**config.mk**
```make
export PLATFORM = sky130hd
export DESIGN_NAME = debounce_multi
export DESIGN_NICKNAME = d
export VERILOG_FILES = /design/src/rtl/debounce_pkg.sv /design/src/rtl/debounce_chan.sv /design/src/rtl/debounce_multi.sv
export SDC_FILE = /design/constraint.sdc
export NUM_CORES = 1
export LEC_CHECK = 0
export ABC_CLOCK_PERIOD_IN_PS = 3200
export BUFFER_PORTS_ARGS = -buffer_cell sky130_fd_sc_hd__buf_2
export CORE_AREA = 10 10 47 49
export DETAILED_ROUTE_END_ITERATION = 8
export DIE_AREA = 0 0 57 59
export PLACE_DENSITY = 0.65
export SYNTH_ARGS = -nofsm -noshare
export SYNTH_HDL_FRONTEND = slang
export SYNTH_HIERARCHICAL = 1
export SYNTH_SLANG_ARGS = --single-unit
```
**constraint.sdc**
```tcl
create_clock -name clk -period 3.2 [get_ports clk]
set_clock_uncertainty 0.15 [all_clocks]
set_input_delay 0.32 -clock clk [delete_from_list [all_inputs] [get_ports clk]]
set_output_delay 0.32 -clock clk [all_outputs]
set_load 0.05 [all_outputs]
```
**src/rtl/debounce_pkg.sv**
```systemverilog
// Shared constants and helpers for the multi-channel debouncer.
package debounce_pkg;

    localparam int unsigned DEFAULT_STABLE_CYCLES = 8;

    // $clog2 yields 0 for n <= 1, but a counter needs at least one bit.
    function automatic int unsigned clog2_min1(input int unsigned n);
        if (n <= 1) begin
            return 1;
        end
        return $clog2(n);
    endfunction

endpackage

```
**src/rtl/debounce_chan.sv**
```systemverilog
// One debounced channel: 2-FF synchroniser, stability counter, registered edge pulses.
// Optional per-channel glitch counter when DEBOUNCE_GLITCH_CNT_EN is defined.
module debounce_chan
    import debounce_pkg::*;
#(
    parameter int unsigned STABLE_CYCLES = DEFAULT_STABLE_CYCLES,
    parameter logic        RESET_VAL     = 1'b1
`ifdef DEBOUNCE_GLITCH_CNT_EN
    ,
    parameter int unsigned GLITCH_W      = 8
`endif
) (
    input  logic                clk,
    input  logic                rst,
    input  logic                din,
`ifdef DEBOUNCE_GLITCH_CNT_EN
    input  logic                glitch_clr,
    output logic [GLITCH_W-1:0] glitch_cnt,
`endif
    output logic                dout,
    output logic                rise,
    output logic                fall
);

    localparam int unsigned      CNT_W   = clog2_min1(STABLE_CYCLES);
    localparam logic [CNT_W-1:0] CNT_MAX = CNT_W'(STABLE_CYCLES - 1);

    logic             sync1_q;
    logic             sync2_q;
    logic [CNT_W-1:0] cnt_q;
    logic [CNT_W-1:0] cnt_d;
    logic             out_q;
    logic             out_d;
    logic             rise_q;
    logic             rise_d;
    logic             fall_q;
    logic             fall_d;

    always_ff @(posedge clk or posedge rst) begin
        if (rst) begin
            sync1_q <= RESET_VAL;
            sync2_q <= RESET_VAL;
            cnt_q   <= '0;
            out_q   <= RESET_VAL;
            rise_q  <= 1'b0;
            fall_q  <= 1'b0;
        end else begin
            sync1_q <= din;
            sync2_q <= sync1_q;
            cnt_q   <= cnt_d;
            out_q   <= out_d;
            rise_q  <= rise_d;
            fall_q  <= fall_d;
        end
    end

    // Any sample matching the current output drops the run back to zero.
    always_comb begin
        cnt_d  = '0;
        out_d  = out_q;
        rise_d = 1'b0;
        fall_d = 1'b0;
        if (sync2_q != out_q) begin
            if (cnt_q == CNT_MAX) begin
                out_d  = sync2_q;
                rise_d = sync2_q;
                fall_d = ~sync2_q;
            end else begin
                cnt_d = cnt_q + 1'b1;
            end
        end
    end

    assign dout = out_q;
    assign rise = rise_q;
    assign fall = fall_q;

`ifdef DEBOUNCE_GLITCH_CNT_EN
    logic                abort;
    logic [GLITCH_W-1:0] gcnt_q;

    assign abort = (cnt_q != '0) && (sync2_q == out_q);

    always_ff @(posedge clk or posedge rst) begin
        if (rst) begin
            gcnt_q <= '0;
        end else if (glitch_clr) begin
            gcnt_q <= '0;
        end else if (abort && (gcnt_q != '1)) begin
            gcnt_q <= gcnt_q + 1'b1;
        end
    end

    assign glitch_cnt = gcnt_q;
`endif

endmodule

```
**src/rtl/debounce_multi.sv**
```systemverilog
// Multi-channel input debouncer (e.g. I2C SCL/SDA pads); one debounce_chan per line.
// Define DEBOUNCE_GLITCH_CNT_EN to add glitch_clr/glitch_cnt and per-channel abort counters.
module debounce_multi
    import debounce_pkg::*;
#(
    parameter int unsigned         CHANNELS      = 2,
    parameter int unsigned         STABLE_CYCLES = DEFAULT_STABLE_CYCLES,
    parameter logic [CHANNELS-1:0] RESET_VAL     = {CHANNELS{1'b1}},
    parameter int unsigned         GLITCH_W      = 8
) (
    input  logic                         clk,
    input  logic                         rst,
    input  logic [CHANNELS-1:0]          in,
`ifdef DEBOUNCE_GLITCH_CNT_EN
    input  logic                         glitch_clr,
    output logic [CHANNELS*GLITCH_W-1:0] glitch_cnt,
`endif
    output logic [CHANNELS-1:0]          out,
    output logic [CHANNELS-1:0]          rise,
    output logic [CHANNELS-1:0]          fall
);

    if (CHANNELS < 1 || STABLE_CYCLES < 1 || GLITCH_W < 1) begin : g_param_err
        $error("debounce_multi: CHANNELS, STABLE_CYCLES and GLITCH_W must all be >= 1");
    end

    for (genvar i = 0; i < CHANNELS; i++) begin : g_chan
        debounce_chan #(
            .STABLE_CYCLES(STABLE_CYCLES),
            .RESET_VAL    (RESET_VAL[i])
`ifdef DEBOUNCE_GLITCH_CNT_EN
            ,
            .GLITCH_W     (GLITCH_W)
`endif
        ) u_chan (
            .clk       (clk),
            .rst       (rst),
            .din       (in[i]),
`ifdef DEBOUNCE_GLITCH_CNT_EN
            .glitch_clr(glitch_clr),
            .glitch_cnt(glitch_cnt[i*GLITCH_W +: GLITCH_W]),
`endif
            .dout      (out[i]),
            .rise      (rise[i]),
            .fall      (fall[i])
        );
    end

endmodule

```
; ---- After elaboration in Yosys (flattened, before gate mapping)
; Index checks and enable logic that the tools add are counted.
[totals]
ramBits = 0
elab_cells = 34
mem_count = 0
output_inout_bits = 6
mem_bits_ro = 0
latch_bits = 0
ff_bits = 16
[op_classes]
n_mux = 12
n_lt_le_gt_ge = 0
multipliers = 0
add_sub_neg = 2
n_eq_ne = 4
n_div = 0
reduce_logical = 2
n_bitwise = 2
shift = 0
[op_table]
columns = cell, count
row1 = 2-to-1 mux 3 bit, 4
row2 = 2-to-1 mux 1 bit, 8
row3 = "adder 3 x 1 -> 3 bit, second input constant", 2
row4 = "== test 3 bit, second input constant", 2
row5 = AND reduction 2 bit, 2
row6 = != test 1 bit, 2
row7 = NOT 1 bit, 2

; ---- Longest topological paths before layout
; Gate-level depths: netlist (run 1).
[depth]
ltp_word = 3
ltp_mapped = 4
mapped_depth_nobuf = 4

; ---- Cells and area by module
; The synthesis (run 1) kept the hierarchy.
[by_module_without_submodules]
columns = module, area_each_um2, cells_each, seq_area_each_um2, instances
row1 = debounce_chan, 292.8, 20, 203.9, 2

; ---- Least setup slack after synthesis (run 1)
; No wires, ideal clock.
[synth_timing]
kind = register to register
start = register g_chan[0].u_chan.out_q
end = register g_chan[0].u_chan.cnt_q[0]
path_stages_with_launch = 3
t_arrival_ns = 1.046
setup_slack_ns = 1.924
required_ns = 2.970
path_buffers = 0
synth_period_minus_slack_ns = 1.276
cell_sequence = dfstp_2 xor2_1 nor3b_2
[synth_between]
elab_chain_len = 2
[synth_lines]
columns = element, line_no
row1 = "start, declared", debounce_chan.sv:32  ; logic out_q;
row2 = "start signal, assigned", debounce_chan.sv:51  ; out_q <= out_d;
row3 = != test 1 bit, debounce_chan.sv:63  ; if (sync2_q != out_q) begin
row4 = 2-to-1 mux 3 bit, debounce_chan.sv:63
row5 = via g_chan[0].u_chan.cnt_d[0], debounce_chan.sv:31  ; logic [CNT_W-1:0] cnt_d;
row6 = "end signal, assigned", debounce_chan.sv:50  ; cnt_q <= cnt_d;
row7 = "end, declared", debounce_chan.sv:30  ; logic [CNT_W-1:0] cnt_q;
; The timed path passes the listed nets, and every way through them passes these cells.
; A chain may end at the register's enable or synchronous reset.

; ---- Worst setup path after layout (run 1)
[layout_timing]
start = register g_chan[0].u_chan.out_q
end = output out[0]
[layout_rtl]
columns = element, line_no
row1 = "end, declared", debounce_multi.sv:18  ; output logic [CHANNELS-1:0] out,
; No word-level cell between the ends.

==> results of run 1 <==
[metal layers]
layer,up-vias,track usage,part of all wire
met5,-,0,0
met4,0,0.05034,0
met3,0,0.01931,0.028
met2,4,0.08837,0.48
met1,151,0.05166,0.49
li1,158,-,-
[power by group through the flow]
stage / logic [µW] / clock network (µW) / registers, µW
floorplan: 65.7 / 0 / 325
global placement: 134 / 0 / 284
detailed placement: 136 / 0 / 286
CTS: 140 / 134 / 282
global route: 155 / 145 / 288
finish: 136 / 127 / 282
[placed cells by master (no fill, tap or decap)]
master / count
dfstp_2: 6
clkbuf_4: 3
nor2_1: 2
dfrtp_1: 10
ha_1: 4
buf_2: 9
clkbuf_8: 1
o21ai_0: 2
and2_2: 4
nor3b_1: 2
nand2_1: 2
xor2_1: 2
inv_1: 4
nor3b_2: 2
dlygate4sd3_1: 3
[sequential cells by signal, summed over array words and instances, names as in the netlist]
register	count
g_chan.u_chan/cnt_q	6
g_chan.u_chan/dout	2
g_chan.u_chan/fall	2
g_chan.u_chan/rise	2
g_chan.u_chan/sync1_q	2
g_chan.u_chan/sync2_q	2
[Yosys cell counts (all sizes together)]
cell | count | area share
dfrtp | 10 | 0.43
o21ai | 2 | 0.017
ha | 4 | 0.085
nor3b | 4 | 0.068
inv | 4 | 0.026
nor2 | 2 | 0.013
dfstp | 6 | 0.27
xor2 | 2 | 0.030
nand2 | 2 | 0.013
and2 | 4 | 0.051
[cells by family after synthesis]
family / synth area share
AND/OR/NAND/NOR: 0.1453
XOR/XNOR: 0.02992
adder cells (fa/ha/maj): 0.08547
AO/OA/AOI/OAI: 0.01709
flip-flops: 0.6966
buffers and inverters: 0.02563
[worst paths after layout]
check,from,end,slack (ns),cells past startpoint
worst max-delay path,g_chan[0].u_chan/dout$_DFFE_PP1P_,out[0],1.62,1
worst min-delay path,g_chan[0].u_chan/sync1_q$_DFF_PP1_,g_chan[0].u_chan/sync2_q$_DFF_PP1_,0.21,0
worst max register to register,g_chan[0].u_chan/cnt_q[0]$_DFF_PP0_,g_chan[0].u_chan/cnt_q[2]$_DFF_PP0_,1.92,3
worst min register to register,g_chan[0].u_chan/sync1_q$_DFF_PP1_,g_chan[0].u_chan/sync2_q$_DFF_PP1_,0.21,0
max in group asynchronous,rst,g_chan[1].u_chan/dout$_DFFE_PP1P_,2.25,3
min in group asynchronous,rst,g_chan[0].u_chan/fall$_DFF_PP0_,0.37,3
[layout make-up]
cell class / instances / share of cell area
clock buffers: 4 / 0.05061
flip-flops and latches: 16 / 0.5689
well taps: 16 / 0.02792
inverters: 4 / 0.02094
repair buffers: 12 / 0.1047
multi-input cells: 20 / 0.2269
[through the flow]
step | area [µm²] | setup slack, ns | utilization
floorplan | 585.6 | 1.924 | -
global placement | 650.6 | 1.929 | 0.4643
detailed placement | 650.6 | 1.911 | 0.4643
CTS | 716.9 | 1.600 | 0.5116
global route | 716.9 | 1.567 | 0.5116
finish | 716.9 | 1.615 | 0.5116
[timing repair]
action,in CTS,in global routing
hold buffers,3,0
hold endpoints to repair,12,0
resized for setup,0,0
==> results_dict.tcl, run 1 <==
set metrics [dict create \
    status "completed" \
    nNetsFinal 65 \
    syn_area_um2 585.6 \
    place.gp.congestion 0.7117 \
    antenna_cells 0 \
    fp.dieArea_um2 3363 \
    p_leak_uw 0.0003771 \
    core-area_um2 1401 \
    crit_path_end_kind "output pin" \
    clk_pin_slew_worst_paths_ns 0.09 \
    grt_max_degree 10 \
    clk-insertion-delay-late_ns 0.28 \
    p_switching_uw 166.4 \
    fill_cells 114 \
    path_max_fanout 4 \
    cts_tree "yes" \
    swShare 0.3051 \
    hp-class "flop to flop" \
    crit_path_cell_trace "buf_2" \
    start_util 0.4179 \
    hold_violations 0 \
    cp_slowest_cell "dfstp_2" \
    route.detailed.drc 0 \
    syn_avg_cell_area_um2 14.64 \
    maxSlewViolCount 0 \
    seqCellArea_um2 407.9 \
    finalSetupTns_ns 0 \
    rsz0062_at_grt "false" \
    critPathMaxStageDelay_ns 0.57 \
    area_delta_synth_final_pct 22.44 \
    fmax_mhz 630.9 \
    cts-buffers-inserted 3 \
    ios 10 \
    clkPwrFrac 0.233 \
    multi_input_area_um2 162.7 \
    crit_path_start_kind "flop" \
    grt_overflow 0 \
    wl_per_cell_um 11.08 \
    rows 14 \
    post-route-period-util 0.4953 \
    crit_type "flop to output pin" \
    crit_required_ns 2.73 \
    layout_min_cycle_time_ns 1.585 \
    synth_cell_type_count 11 \
    yosysSeqAreaShare 0.6966 \
    syn_nets 48 \
    p_total_uw 545.5 \
    drive_gt1_frac 0.4464 \
    ant_nets 0 \
    antenna_found_initial 0 \
    final-setup-viol-count 0 \
    cp.buffers_inverters 1 \
    netlist_instances 40 \
    drtIter0Drc 2 \
    cts_setup_buffers 0 \
    ir_drop_v 0.0003733 \
    clock_path_buffers 2 \
    p_comb_frac 0.250 \
    whs_ns 0.2094 \
    hpwlAfterDp_um 598.9 \
    cts.sinks 16 \
    h-tree-depth 1 \
    die_w_um 57 \
    max_slew_margin 0.8045 \
    io_buffers 9 \
    num_vias 313 \
    grt.total_usage 0.05383 \
    ys_ff_latch 16 \
    first_pass_iters 4 \
    cts_root_buf "clkbuf_4" \
    yosysWarnings 6 \
    stdcell_count 72 \
    maxCapViolations 0 \
    dp.cells 65 \
    cpLargestDelayFamily "flip-flops" \
    p_int_uw 379.0 \
    die_h_um 59 \
    wirelength_um 798 \
    grt_pass1_wl_mm 1.400 \
    p_seq_frac 0.517 \
    p_per_area_nw_per_um2 760.8 \
    vias_per_cell 4.347 \
    worst_pin_slew_ns 0.2929 \
    grt_pass1_vias 351 \
    critPathArrivalTime_ns 1.11 \
]
(Power assumes the default switching activity.)
==> run 2, diff against run 1 <==
--- a/config.mk
+++ b/config.mk
@@ -5,7 +5,7 @@
 export SDC_FILE = /design/constraint.sdc
 export NUM_CORES = 1
 export LEC_CHECK = 0
-export ABC_CLOCK_PERIOD_IN_PS = 3200
+export ABC_CLOCK_PERIOD_IN_PS = 1700
 export BUFFER_PORTS_ARGS = -buffer_cell sky130_fd_sc_hd__buf_2
 export CORE_AREA = 10 10 47 49
 export DETAILED_ROUTE_END_ITERATION = 8
==> constraint.sdc (replaced) <==
create_clock -name clk -period 1.7 [get_ports clk]
set_clock_uncertainty 0.15 [all_clocks]
set_input_delay 0.17 -clock clk [delete_from_list [all_inputs] [get_ports clk]]
set_output_delay 0.17 -clock clk [all_outputs]
set_load 0.05 [all_outputs]
==> run 2 against run 1 <==
Compared with the run above: final cell count down 1.4%; first-iteration DRC count up 50%; count of clock-buffer cells in the layout down 1; non-clock buffer count is the same; setup slack worse by 1.4 ns; highest routed layer is now met4.
==> results_dict.tcl, run 2 (synthesis gave the netlist of run 1 again) <==
set metrics [dict create \
    status "completed" \
    hpwlAfterDp_um 639.1 \
    rsz0062_at_grt "false" \
    swShare 0.3252 \
    p_comb_frac 0.263 \
    vias_per_cell 4.451 \
    layout_min_cycle_time_ns 1.437 \
    antenna_cells 0 \
    crit_required_ns 1.38 \
    dp.cells 65 \
    largest_reg_flops 6 \
    stdcell_count 71 \
    critPathMaxStageDelay_ns 0.57 \
    clk-insertion-delay-late_ns 0.28 \
    worst_pin_slew_ns 0.2925 \
    core-area_um2 1401 \
    crit_path_cell_trace "buf_2" \
    ir_drop_v 0.0006707 \
    hp-class "input port to asynchronous set/reset pin" \
    finalSetupTns_ns 0 \
    crit_path_start_kind "flop" \
    num_vias 316 \
    top_register "g_chan.u_chan/cnt_q" \
    m1WireLength_um 421 \
    cpLargestDelayFamily "flip-flops" \
    cts_root_buf "clkbuf_4" \
    wl_per_cell_um 11.83 \
    clock_path_buffers 2 \
    max_slew_margin 0.8048 \
    nNetsFinal 65 \
    grt_pass1_wl_mm 1.531 \
    cts.sinks 16 \
    grt_max_degree 9 \
    grt_pass1_vias 375 \
    ant_nets 0 \
    path_depth 1 \
    first_pass_iters 4 \
    clkPwrFrac 0.197 \
    area_delta_synth_final_pct 20.09 \
    antenna_found_initial 0 \
    wirelength_um 840 \
    die_w_um 57 \
    hold_violations 0 \
    rows 14 \
    final-setup-viol-count 0 \
    crit_path_end_kind "output pin" \
    wl_met2_um 374 \
    maxSlewViolCount 0 \
    grt.total_usage 0.05767 \
    h-tree-depth 1 \
    p_leak_uw 0.0003699 \
    pre_cts_slack_ns 0.4246 \
    reg2reg_depth 3 \
    crit_type "flop to output pin" \
    p_int_uw 665.8 \
    cts_tree "yes" \
    start_util 0.4179 \
    cts-buffers-inserted 3 \
    drive_gt1_frac 0.4364 \
    route.detailed.drc 0 \
    final_cell_mix "10 x dfrtp_1, 9 x buf_2, 6 x dfstp_2" \
    p_per_area_nw_per_um2 1403 \
    fmax_mhz 696.1 \
    layout_commonest_cell "dfrtp_1" \
    maxCapViolations 0 \
    maxUsedRoutingLayer "met4" \
    fp.dieArea_um2 3363 \
    p_seq_frac 0.541 \
    path_max_fanout 4 \
    ios 10 \
    p_switching_uw 320.9 \
    drtIter0Drc 3 \
    die_h_um 59 \
    postLayoutSetupSlackWorst_ns 0.2634 \
    io_buffers 9 \
    clk_pin_slew_worst_paths_ns 0.09 \
    postLayoutCoreUtil 0.5018 \
    routed-wl-met3_um 31 \
    grt_overflow 0 \
    post-route-period-util 0.8451 \
    cp.buffers_inverters 1 \
    critPathArrivalTime_ns 1.12 \
    place.gp.congestion 0.7233 \
    cp_slowest_cell "dfstp_2" \
]
-- run 2: cell types whose count changed in the layout (fill, tap and decap cells not counted), sizes merged --
cell / before / now
clkbuf: 4 / 3
-- run 2: per-layer routing --
metal | vias to the layer above | global-route usage
li1 | 156 | -
met1 | 149 | 0.06242
met2 | 9 | 0.08837
met3 | 2 | 0.02575
met4 | 0 | 0.04027
met5 | - | 0
-- run 2: path summary, 6_finish.rpt --
path	start	to	slack, ns
min in group clk	g_chan[0].u_chan/sync1_q$_DFF_PP1_	g_chan[0].u_chan/sync2_q$_DFF_PP1_	0.21
min reg2reg	g_chan[0].u_chan/sync1_q$_DFF_PP1_	g_chan[0].u_chan/sync2_q$_DFF_PP1_	0.21
max in group asynchronous	rst	g_chan[0].u_chan/dout$_DFFE_PP1P_	0.90
max	g_chan[1].u_chan/dout$_DFFE_PP1P_	out[1]	0.26
max reg2reg	g_chan[1].u_chan/cnt_q[0]$_DFF_PP0_	g_chan[1].u_chan/cnt_q[2]$_DFF_PP0_	0.41
min	rst	g_chan[1].u_chan/cnt_q[0]$_DFF_PP0_	0.21
-- run 2: timing repair --
action                    in CTS  in global routing
resized for setup              0                  0
buffers inserted               0                  0
hold endpoints to repair      18                  0
hold buffers                   3                  0
-- run 2: worst min-delay path: stages --
cell	delay, ns
dlygate4sd3_1	0.53
buf_2	0.12
inv_1	0.22
-- run 2: area by class of cell --
| class | count | area [µm²] |
|---|---|---|
| fillers | 133 | 698.2 |
| flip-flops and latches | 16 | 407.9 |
| multi-input cells | 20 | 162.7 |
| repair buffers | 12 | 75.07 |
| clock buffers | 3 | 22.52 |
| well taps | 16 | 20.02 |
| inverters | 4 | 15.01 |
-- run 2: per-stage QoR --
stage	area, µm²	power, µW	hold WS [ns]
floorplan	585.6	735.7	-0.1665
global placement	650.6	791.2	-0.01921
detailed placement	650.6	799.7	-0.01694
CTS	703.2	997.0	0.2105
global route	703.2	1066	0.2132
finish	703.2	986.7	0.2100
-- run 2: power by group through the flow --
stage | Combinational, µW | Clock [µW] | Sequential, µW
5_1_grt | 308 | 214 | 545
3_3_place_gp | 254 | 0 | 537
6_report | 259 | 194 | 533
2_1_floorplan | 124 | 0 | 612
4_1_cts | 266 | 197 | 534
3_5_place_dp | 258 | 0 | 541
